File: config.mk
export PLATFORM = sky130hd
export DESIGN_NAME = score_bcd_serial
export DESIGN_NICKNAME = d
export VERILOG_FILES = /design/src/rtl/score_bcd_pkg.sv /design/src/rtl/bcd_digit_adj.sv /design/src/rtl/score_bcd_serial.sv
export SDC_FILE = /design/constraint.sdc
export NUM_CORES = 1
export LEC_CHECK = 0
export BUFFER_PORTS_ARGS = -buffer_cell sky130_fd_sc_hd__buf_2
export CAP_MARGIN = 25
export CORE_ASPECT_RATIO = 0.9
export CORE_MARGIN = 2
export CORE_UTILIZATION = 30
export DETAILED_ROUTE_END_ITERATION = 16
export PLACE_DENSITY = 0.47
export REMOVE_ABC_BUFFERS = 1
export SETUP_SLACK_MARGIN = 0.2
export SLEW_MARGIN = 10
export SYNTH_ARGS = -nofsm -noshare
export SYNTH_HDL_FRONTEND = slang
export SYNTH_SLANG_ARGS = --single-unit
File: constraint.sdc
create_clock -name clk -period 1.7 [get_ports clk]
set_clock_uncertainty 0.2 [all_clocks]
set_input_delay 0.34 -clock clk [delete_from_list [all_inputs] [get_ports clk]]
set_output_delay 0.34 -clock clk [all_outputs]
set_load 0.02 [all_outputs]
File: src/rtl/score_bcd_pkg.sv
// Shared types and constants for the serial double-dabble binary-to-BCD converter.
package score_bcd_pkg;

  typedef enum logic {IDLE, SHIFT} state_e;

  localparam int unsigned DIGIT_W = 4;

  localparam logic [DIGIT_W-1:0] BLANK_CODE = 4'hF;
  localparam logic [DIGIT_W-1:0] ADJ_THRESH = 4'd5;
  localparam logic [DIGIT_W-1:0] ADJ_ADD    = 4'd3;

endpackage

File: src/rtl/bcd_digit_adj.sv
// Combinational double-dabble digit correction: add 3 to a digit of 5 or more before the shift.
module bcd_digit_adj
  import score_bcd_pkg::*;
(
  input  logic [DIGIT_W-1:0] digit_i,
  output logic [DIGIT_W-1:0] digit_o
);

  assign digit_o = (digit_i >= ADJ_THRESH) ? digit_i + ADJ_ADD : digit_i;

endmodule

File: src/rtl/score_bcd_serial.sv
// Multi-cycle binary-to-BCD converter, one input bit per clock, with start/busy/done handshake.
// Optional leading-zero blanking is enabled by defining SCORE_BCD_BLANK_EN.
module score_bcd_serial
  import score_bcd_pkg::*;
#(
  parameter int unsigned BIN_W  = 10,
  parameter int unsigned DIGITS = 4
) (
  input  logic                      clk,
  input  logic                      rst_n,
  input  logic                      start,
  input  logic [BIN_W-1:0]          bin_in,
  output logic                      busy,
  output logic                      done,
  output logic [DIGIT_W*DIGITS-1:0] bcd_out,
  output logic                      overflow
);

  localparam int unsigned CNT_W = $clog2(BIN_W + 1);
  localparam int unsigned BCD_W = DIGIT_W * DIGITS;

  state_e           state_q, state_d;
  logic [BIN_W-1:0] bin_q, bin_d, bin_shift;
  logic [BCD_W-1:0] work_q, work_d, work_adj, work_shift, bcd_fmt;
  logic [BCD_W-1:0] bcd_q, bcd_d;
  logic [CNT_W-1:0] cnt_q, cnt_d;
  logic             sticky_q, sticky_d;
  logic             busy_q, busy_d;
  logic             done_q, done_d;
  logic             ovf_q, ovf_d;
  logic             carry;

  for (genvar i = 0; i < DIGITS; i++) begin : g_adj
    bcd_digit_adj u_adj (
      .digit_i(work_q[i*DIGIT_W +: DIGIT_W]),
      .digit_o(work_adj[i*DIGIT_W +: DIGIT_W])
    );
  end

  // A carry out of the top digit stands for 10^DIGITS, so the working register keeps the modulo.
  assign {carry, work_shift, bin_shift} = {work_adj, bin_q, 1'b0};

`ifdef SCORE_BCD_BLANK_EN
  logic lead;

  always_comb begin
    bcd_fmt = work_shift;
    lead    = 1'b1;
    for (int i = int'(DIGITS) - 1; i >= 1; i--) begin
      if (lead && (work_shift[i*DIGIT_W +: DIGIT_W] == '0)) begin
        bcd_fmt[i*DIGIT_W +: DIGIT_W] = BLANK_CODE;
      end else begin
        lead = 1'b0;
      end
    end
  end
`else
  assign bcd_fmt = work_shift;
`endif

  always_comb begin
    state_d  = state_q;
    bin_d    = bin_q;
    work_d   = work_q;
    cnt_d    = cnt_q;
    sticky_d = sticky_q;
    busy_d   = busy_q;
    done_d   = 1'b0;
    bcd_d    = bcd_q;
    ovf_d    = ovf_q;
    case (state_q)
      IDLE: begin
        if (start) begin
          bin_d    = bin_in;
          work_d   = '0;
          sticky_d = 1'b0;
          cnt_d    = CNT_W'(BIN_W);
          busy_d   = 1'b1;
          state_d  = SHIFT;
        end
      end
      SHIFT: begin
        work_d   = work_shift;
        bin_d    = bin_shift;
        sticky_d = sticky_q | carry;
        cnt_d    = cnt_q - CNT_W'(1);
        if (cnt_q == CNT_W'(1)) begin
          bcd_d   = bcd_fmt;
          ovf_d   = sticky_q | carry;
          done_d  = 1'b1;
          busy_d  = 1'b0;
          state_d = IDLE;
        end
      end
      default: state_d = IDLE;
    endcase
  end

  always_ff @(posedge clk or negedge rst_n) begin
    if (!rst_n) begin
      state_q  <= IDLE;
      bin_q    <= '0;
      work_q   <= '0;
      cnt_q    <= '0;
      sticky_q <= 1'b0;
      busy_q   <= 1'b0;
      done_q   <= 1'b0;
      bcd_q    <= '0;
      ovf_q    <= 1'b0;
    end else begin
      state_q  <= state_d;
      bin_q    <= bin_d;
      work_q   <= work_d;
      cnt_q    <= cnt_d;
      sticky_q <= sticky_d;
      busy_q   <= busy_d;
      done_q   <= done_d;
      bcd_q    <= bcd_d;
      ovf_q    <= ovf_d;
    end
  end

  assign busy     = busy_q;
  assign done     = done_q;
  assign bcd_out  = bcd_q;
  assign overflow = ovf_q;

endmodule

== Yosys cells after proc, flatten, opt, wreduce, memory -nomap -nowiden ==
Cells that the tools add are included.

* Register bits after elaboration: 51
* Input bits: 13
* Output and inout port bits: 19
* Logic and storage cells: 45

* Add/subtract/negate cells: 5
* Order comparisons: 4
* Equal/unequal tests: 3
* Multiplexer cells: 20
* Bitwise gates (word level): 2
* Reductions and logical operators: 2

{| class="wikitable"
|+ Operators with widths
! cell !! number
|-
| $pmux 16 s2 || 1
|-
| $mux 4 || 5
|-
| $pmux 10 s2 || 1
|-
| $add 4x2->4 const B || 4
|-
| $ge 4x3->1 const B || 4
|-
| $mux 16 || 1
|-
| $mux 10 || 1
|-
| $pmux 4 s2 || 1
|-
| $mux 1 || 7
|-
| $pmux 1 s2 || 3
|-
| $eq 4x1->1 const B || 1
|-
| $reduce_and 2->1 || 2
|-
| $sub 4x1->4 const B || 1
|-
| $ne 2x1->1 const B || 1
|-
| $ne 2x2->1 const B || 1
|-
| $not 1->1 || 1
|-
| $or 1x1->1 || 1
|}

== Longest topological paths before layout ==
Gate-level depths: netlist (run 1).

* Depth after elaboration: 4
* Mapped depth: 8
* Depth with buffers taken out: 6

== Cells and area by module ==
From an unflattened synthesis (run 1), not the netlist that was laid out.

* Cells, all modules: 210
* Area, all modules: 2492.4 sq um

{| class="wikitable"
|+ By module, submodules not included
! module !! instances !! cells an instance !! area an instance (sq um)
|-
| score_bcd_serial || 1 || 146 || 2087.0
|-
| bcd_digit_adj || 4 || 16 || 101.3
|}

== Least setup slack after synthesis (run 1) ==
OpenSTA, ideal clock, no wires.

* Path type: reg2reg
* Start: register work_q[0]
* End: register bcd_q[2], in the netlist bcd_out[2]
* Arrival: 1424 ps
* Data required time: 1417 ps
* Path slack: -7 ps
* Stages on the path, launching flop included: 7
* Buffers on the path: 0
* Path through: dfrtp_1 -> inv_1 -> ha_1 -> nand2b_1 -> a21oi_1 -> mux2_2 -> o21ai_0

* Cells in the longest elaborated chain, start to end: 2
* Elaborated cells between the ends (all ways): 3
* Classes of those cells: 1 x add/sub; 1 x order compare; 1 x mux

{| class="wikitable"
|+ Ends and longest elaborated chain
! item !! line !! source
|-
| from (decl) || score_bcd_serial.sv:24 || <nowiki>logic [BCD_W-1:0] work_q, work_d, work_adj, work_shift, bcd_fmt;</nowiki>
|-
| from (signal assigned) || score_bcd_serial.sv:113 || <nowiki>work_q <= work_d;</nowiki>
|-
| $add 4x2->4 or $ge 4x3->1 (tied branches) || bcd_digit_adj.sv:9 || <nowiki>assign digit_o = (digit_i >= ADJ_THRESH) ? digit_i + ADJ_ADD : digit_i;</nowiki>
|-
| $mux 4 * || bcd_digit_adj.sv:9 ||
|-
| to (signal assigned) || score_bcd_serial.sv:108 || <nowiki>bcd_q <= '0;</nowiki>
|-
| to (signal assigned) || score_bcd_serial.sv:118 || <nowiki>bcd_q <= bcd_d;</nowiki>
|-
| to (decl) || score_bcd_serial.sv:25 || <nowiki>logic [BCD_W-1:0] bcd_q, bcd_d;</nowiki>
|}

Every way passes the cells marked *; elsewhere a longest branch is shown, timed or not.
A chain may end at the register's enable or synchronous reset.

== Worst setup path after layout (run 1) ==
* Start: register work_q[5]
* End: register bcd_q[6], in the netlist bcd_out[6]

Same word-level chain as after synthesis.

==> metrics.md, run 1 <==
| Metric | Value |
|---|---|
| Startpoint types | flip-flop |
| Die Ht | approximately 90 um |
| Pre-CTS WS | -0.0239 ns |
| Placed cell area | about 2800 sq um |
| Area grow syn2layout | 32.6% |
| 1st-iter DRT viols | 59 |
| Slew Viols, Final | 0 |
| Max FO, Critical Path | 4 |
| Critical path endpoint category | flip-flop |
| Share of post-route cells with drive strength above 1 | 0.411 |
| Io pins | 32 |
| Antenna violations before repair | 0 |
| Final setup viols | 0 |
| FF-to-FF Start | work_q[5] |
| FF-to-FF setup slack | 0.09 ns |
| CTS Buf Count | 5 |
| Final wirelength | 5220 um |
| Setup CP Type | flip-flop to flip-flop |
| Final Worst Setup Slack | between 0.09 and 0.1 ns |
| Nets | about 310 |
| Worst relative slew slack | 0.750 |
| Reg2reg end | bcd_out[6] |
| Routed len/inst | 13.5 um |
| Clk Latency, worst-skew pair | 0.30 ns |
| MaxCap Viol Count | 0 |
| Largest cells by area after synthesis | dfrtp_1 (52%), mux2i_1 (8.1%), nand2_1 (5.2%), ha_1 (5.1%), o21ai_0 (4.7%) |
| Yosys top cell by area | dfrtp_1 |
| Peak VDD IR | between 0.5 and 0.6 mV |
| Hold WS | between 0.07 and 0.08 ns |
| Final Power | 0.00644 W |
| Die X | 99.6 um |
| Most common library cells after synthesis | dfrtp_1 (51), nand2_1 (34), o21ai_0 (23) |
| DP HPWL | 3300 um |
| CTS Buffer Depth | 2 |
| CTS root buf | clkbuf_8 |
| Slew @ Worst Pin | 0.371 ns |
| Post-synth EDFFs | 0 |
| Via count | roughly 1800 |
| Share of the synthesized area in the top cell type | 0.517 |
| Hold Crit Class | input pin to flip-flop |
| FF+latch count, synth | 51 |
| H-tree depth | 2 |
| Antenna-violating nets left | 0 |
| Global-route wire length before repair | 8790 um |
| Fmax | ~0.62 GHz |
| Fill cells | 787 |
| Async set or reset register ratio after synthesis | 1.00 |
| Min Tclk post-route | roughly 1.6 ns |
| Final Instance Area | 3270 sq um |
| Most common cell in the synthesized netlist | dfrtp_1 |
| Critical Path RT | 1.74 ns |
| Initial core utilization | 0.308 |
| # rows | 31 |
| First-pass DRT Iterations | 3 |
| Largest net degree at the start of global routing | 52 |
| Port bufs | 31 |
| Avg Cell Area, Syn | 10.7 sq um |
| Status | completed |
| Total global-route track usage | 0.122 |
| Mapped Cells | 230 |
| Post-synth cell types | 30 |
| Clk slew on worst S/H paths | 0.09 ns |
| Pleak | 1.55 nW |
| CTS tree | built |
| Synthesized area | around 2500 sq um |
| GPL Wtd Cong | 0.745 |
| Dominant synthesized flop cell | dfrtp_1 |
| DRC Markers | 0 |
| Gr ovfl total | 0 |
| Final worst-path cycle share | 0.945 |
| Seq/Total Area, Yosys | 0.517 |
| Via/cell ratio | about 4.7 |
| Power per cell area | just under 2000 nW/um^2 |
| Number of global-route vias before repair | 1795 |
| Crit path capture | bcd_out[6] |
| Die Area | between 8000 and 9000 sq um |
| Antenna diode count | 0 |
| Synth warnings | 0 |
| Critical path arrival | 1.65 ns |
| Hold Vio Cnt, Final | 0 |
| Crit. Startpoint | work_q[5] |
| Clk sinks | 51 |
| RSZ-0062 raised after global routing | true |
| R2r worst-path depth | 6 |
| Core ar. | about 8000 sq um |
## critical path, cell delays in order, from the launching register on
cell and delay, ns:
dfrtp_1 0.36, inv_2 0.07, ha_2 0.17, nand2b_4 0.14
a21oi_4 0.16, mux2i_2 0.26, mux2_4 0.18
## cell type report
type | instances | area, sq um | area share
flip-flops and latches | 51 | 1280 | 0.390
clock buffers | 6 | 72.6 | 0.0222
inverters | 12 | 50.0 | 0.0153
well taps | 99 | 124 | 0.0378
repair buffers | 61 | 438 | 0.134
multi-input cells | 156 | 1300 | 0.398
repair inverters | 1 | 8.76 | 0.00267
## what timing repair did
item / 4_1_cts / 5_1_grt
hold buffers: 1 / 0
resized for setup: 48 / 27
endpoints found under the hold margin: 51 / 0
pin swaps: 10 / 10
setup buffers: 9 / 5
gates cloned: 1 / 0
setup endpoints to repair: 26 / 34
## worst min path at each step
stage,end,cells after the start,startpoint,slack (ns)
final,bin_q[0],3,bin_in[0],0.08
after detailed placement,bcd_out[11],2,rst_n,0.16
after global placement,bcd_out[11],2,rst_n,0.16
after CTS,bin_q[0],3,bin_in[0],0.07
after floorplan,bcd_out[0],0,rst_n,-0.16
after global routing,bin_q[0],3,bin_in[0],0.12
## cell usage in the layout, fill, tap and decap left out, types with 2 or more instances in the layout
cell	n
mux2_4	5
o21ai_1	8
mux2_2	2
nand2b_4	4
a31oi_1	2
nor3b_1	6
mux2i_1	17
a21oi_2	2
a21o_1	8
o21ai_0	15
nor3b_2	2
dfrtp_1	50
buf_6	6
mux2i_2	3
nand2_1	33
xnor2_1	3
buf_12	2
xnor2_2	2
a32o_1	2
ha_2	3
clkbuf_8	5
inv_2	9
buf_4	20
buf_2	31
a21oi_1	6
nor2_2	4
nor3_1	6
a21oi_4	4
ha_4	6
nor2_1	4
## cell families (layout without fill, tap and decap cells)
family / count (synthesis) / in the layout / synth area share
DFF: 51 / 51 / 0.517
and+or+nand+nor: 63 / 63 / 0.122
muxes: 27 / 27 / 0.118
AOI/OAI and AO/OA: 50 / 50 / 0.123
adders and majority gates: 10 / 10 / 0.0507
xor gates and xnor gates: 6 / 6 / 0.0213
buffers and inverters: 23 / 80 / 0.0491
## state kept, by name (all words and copies together), names as in the netlist
| register | flops |
|---|---|
| busy | 1 |
| cnt_q | 4 |
| overflow | 1 |
| bin_q | 10 |
| done | 1 |
| sticky_q | 1 |
| state_q | 1 |
| work_q | 16 |
| bcd_out | 16 |
## power breakdown
part / internal [W] / switching, W
clock network: 0.000276 / 0.000383
logic: 0.00185 / 0.00170
registers: 0.00176 / 0.000474
total: 0.00388 / 0.00256
## layer usage
metal	up-vias	track usage	share of wire
met5	-	0	0
met4	0	0.0274	0.0048
met3	4	0.0451	0.044
met2	27	0.190	0.47
met1	873	0.164	0.48
li1	902	-	-
## metrics by stage
stage	TNS, ns	std cells	util
after detailed placement	-0.0474	364	0.349
after global placement	0	364	0.349
final	0	386	0.408
after global routing	0	386	0.408
after floorplan	-15.32	219	-
after CTS	0	381	0.394
(Power assumes the default switching activity.)
==> inputs of run 2 (changes only) <==
- PLACE_DENSITY: 0.47 -> 0.48
==> metrics.md, run 2 (synthesis results as in run 1) <==
| Metric | Value |
|---|---|
| # rows | 31 |
| Peak VDD IR | 0.641 mV |
| CP top delay family | flip-flops |
| CTS Buf Count | 5 |
| Max FO, Critical Path | 3 |
| Hold WS | 0.0841 ns |
| Via/cell ratio | 4.67 |
| Setup TNS Final | 0 ns |
| Largest net degree at the start of global routing | 40 |
| Fin cells | roughly 390 |
| Min-delay src | bin_in[0] |
| 1st-iter DRT viols | 63 |
| Hold Crit Class | input pin to flip-flop |
| Io pins | 32 |
| Critical path arrival | between 1.5 and 2 ns |
| H-tree depth | 2 |
| Pleak | about 1.6 nW |
| DRC Markers | 0 |
| Antenna-violating nets left | 0 |
| Worst relative slew slack | 0.758 |
| Final wirelength | 5330 um |
| Slowest cell on crit path | dfrtp_1 |
| MaxCap Viol Count | 0 |
| Share of post-route cells with drive strength above 1 | 0.449 |
| Final worst-path cycle share | 0.954 |
| Port bufs | 31 |
| First-pass DRT Iterations | 4 |
| Crit. Startpoint | work_q[5] |
| Startpoint types | flip-flop |
| DP HPWL | approximately 3400 um |
| CP bufs+invs | 1 |
| Slew @ Worst Pin | 0.359 ns |
| Slew Viols, Final | 0 |
| Antenna violations before repair | 0 |
| Initial core utilization | 0.308 |
| Gr ovfl total | 0 |
| Hold Vio Cnt, Final | 0 |
| Placed cell area | 2790 sq um |
| GPL Wtd Cong | 0.757 |
| Total global-route track usage | 0.124 |
| RSZ-0062 raised after global routing | true |
| Clk slew on worst S/H paths | 0.09 ns |
| Global-route wire length before repair | between 8000 and 9000 um |
| Critical path endpoint category | flip-flop |
| Core ar. | 8030 sq um |
| Met2 GRT Util | 0.202 |
| Post-Place Cells | 363 |
| Area grow syn2layout | 39.3% |
| Met1 usage | 0.162 |
| Die Area | around 9000 sq um |
| Number of global-route vias before repair | 1798 |
| Setup CP Type | flip-flop to flip-flop |
| CTS tree | built |
| Most frequent cells in the layout | dfrtp_1 (49), nand2_1 (33), buf_2 (31) |
| Die X | 99.6 um |
| Die Ht | between 90 and 100 um |
| Commonest non-fill, non-tap cell in the layout | dfrtp_1 |
| Critical Path Max Stage Delay | between 0.3 and 0.4 ns |
| GRT met3 Usage | 0.0311 |
| Min Tclk post-route | 1.62 ns |
| CTS root buf | clkbuf_8 |
| Antenna diode count | 0 |
| Crit-path cells | inv_2, ha_4, nand2b_4, a21oi_4, mux2i_1, mux2_2 |
| FF-to-FF Start | work_q[5] |
| Nets | 314 |
| Fmax | 0.617 GHz |
| Power per cell area | 2030 nW/um^2 |
| Global route hottest layer | met2 |
| Clk sinks | 51 |
| CTS Buffer Depth | 2 |
| Final setup viols | 0 |
| Final Instance Area | 3440 sq um |
| Via count | 1825 |
| Status | completed |
| Routed len/inst | 13.6 um |
| Critical Path RT | 1.70 ns |
| Clk Latency, worst-skew pair | 0.30 ns |
-- run 2: cell count changes in the layout (fill, tap and decap cells not counted), sizes merged --
| cell | change |
|---|---|
| buf | +2 |
| bufinv | +2 |
| clkbuf | +1 |
| clkinv | -1 |
| clkinvlp | +1 |
-- run 2: metal layers --
layer	vias to the layer above	wire length [um]
met5	-	0
met4	0	45
met3	4	203
met2	24	2560
met1	883	2530
li1	914	-
-- run 2: timing repair --
item,4_1_cts,5_1_grt
hold endpoints to repair,12,0
pin swaps,9,10
hold buffers,1,0
gates resized for setup,49,31
endpoints found under the setup margin,30,32
buffers inserted,9,8
cloned,0,2
-- run 2: tightest hold or removal path: cells and delay by family --
kind | cells | cell delay, ns
buffers and inverters | 1 | 0.08
multiplexers | 1 | 0.06
AND/OR/NAND/NOR | 1 | 0.08
-- run 2: final timing paths --
kind / end / slack [ns] / cells after the start
min in group asynchronous: bin_q[0] / 0.26 / 2
worst min-delay path: bin_q[0] / 0.08 / 3
worst min register to register: busy / 0.28 / 2
worst max register to register: bcd_out[6] / 0.08 / 6
max in group asynchronous: work_q[0] / 0.51 / 3
worst max-delay path: bcd_out[6] / 0.08 / 6
-- run 2: stage by stage --
| stage | total power [W] | worst slack (ns) | utilization |
|---|---|---|---|
| finish | 0.00697 | 0.0785 | 0.428 |
| global route | 0.00754 | 0.00806 | 0.428 |
| CTS | 0.00658 | 0.0888 | 0.400 |
| detailed placement | 0.00486 | -0.0537 | 0.348 |
| global placement | 0.00483 | 0.0311 | 0.348 |
| floorplan | 0.00401 | -0.887 | - |
-- run 2: final cells by class --
| class | count | area, sq um |
|---|---|---|
| fillers | 769 | 4590 |
| multi-input cells | 156 | 1360 |
| flip-flops and latches | 51 | 1280 |
| repair buffers | 65 | 488 |
| well taps | 99 | 124 |
| clock buffers | 5 | 68.8 |
| clock inverters | 3 | 67.6 |
| inverters | 12 | 52.6 |
-- run 2: where the power goes --
part	internal, W	total, W	switching, W
clock network	0.000587	0.000998	0.000411
registers	0.00176	0.00227	0.000508
logic	0.00195	0.00370	0.00175
total	0.00430	0.00697	0.00267
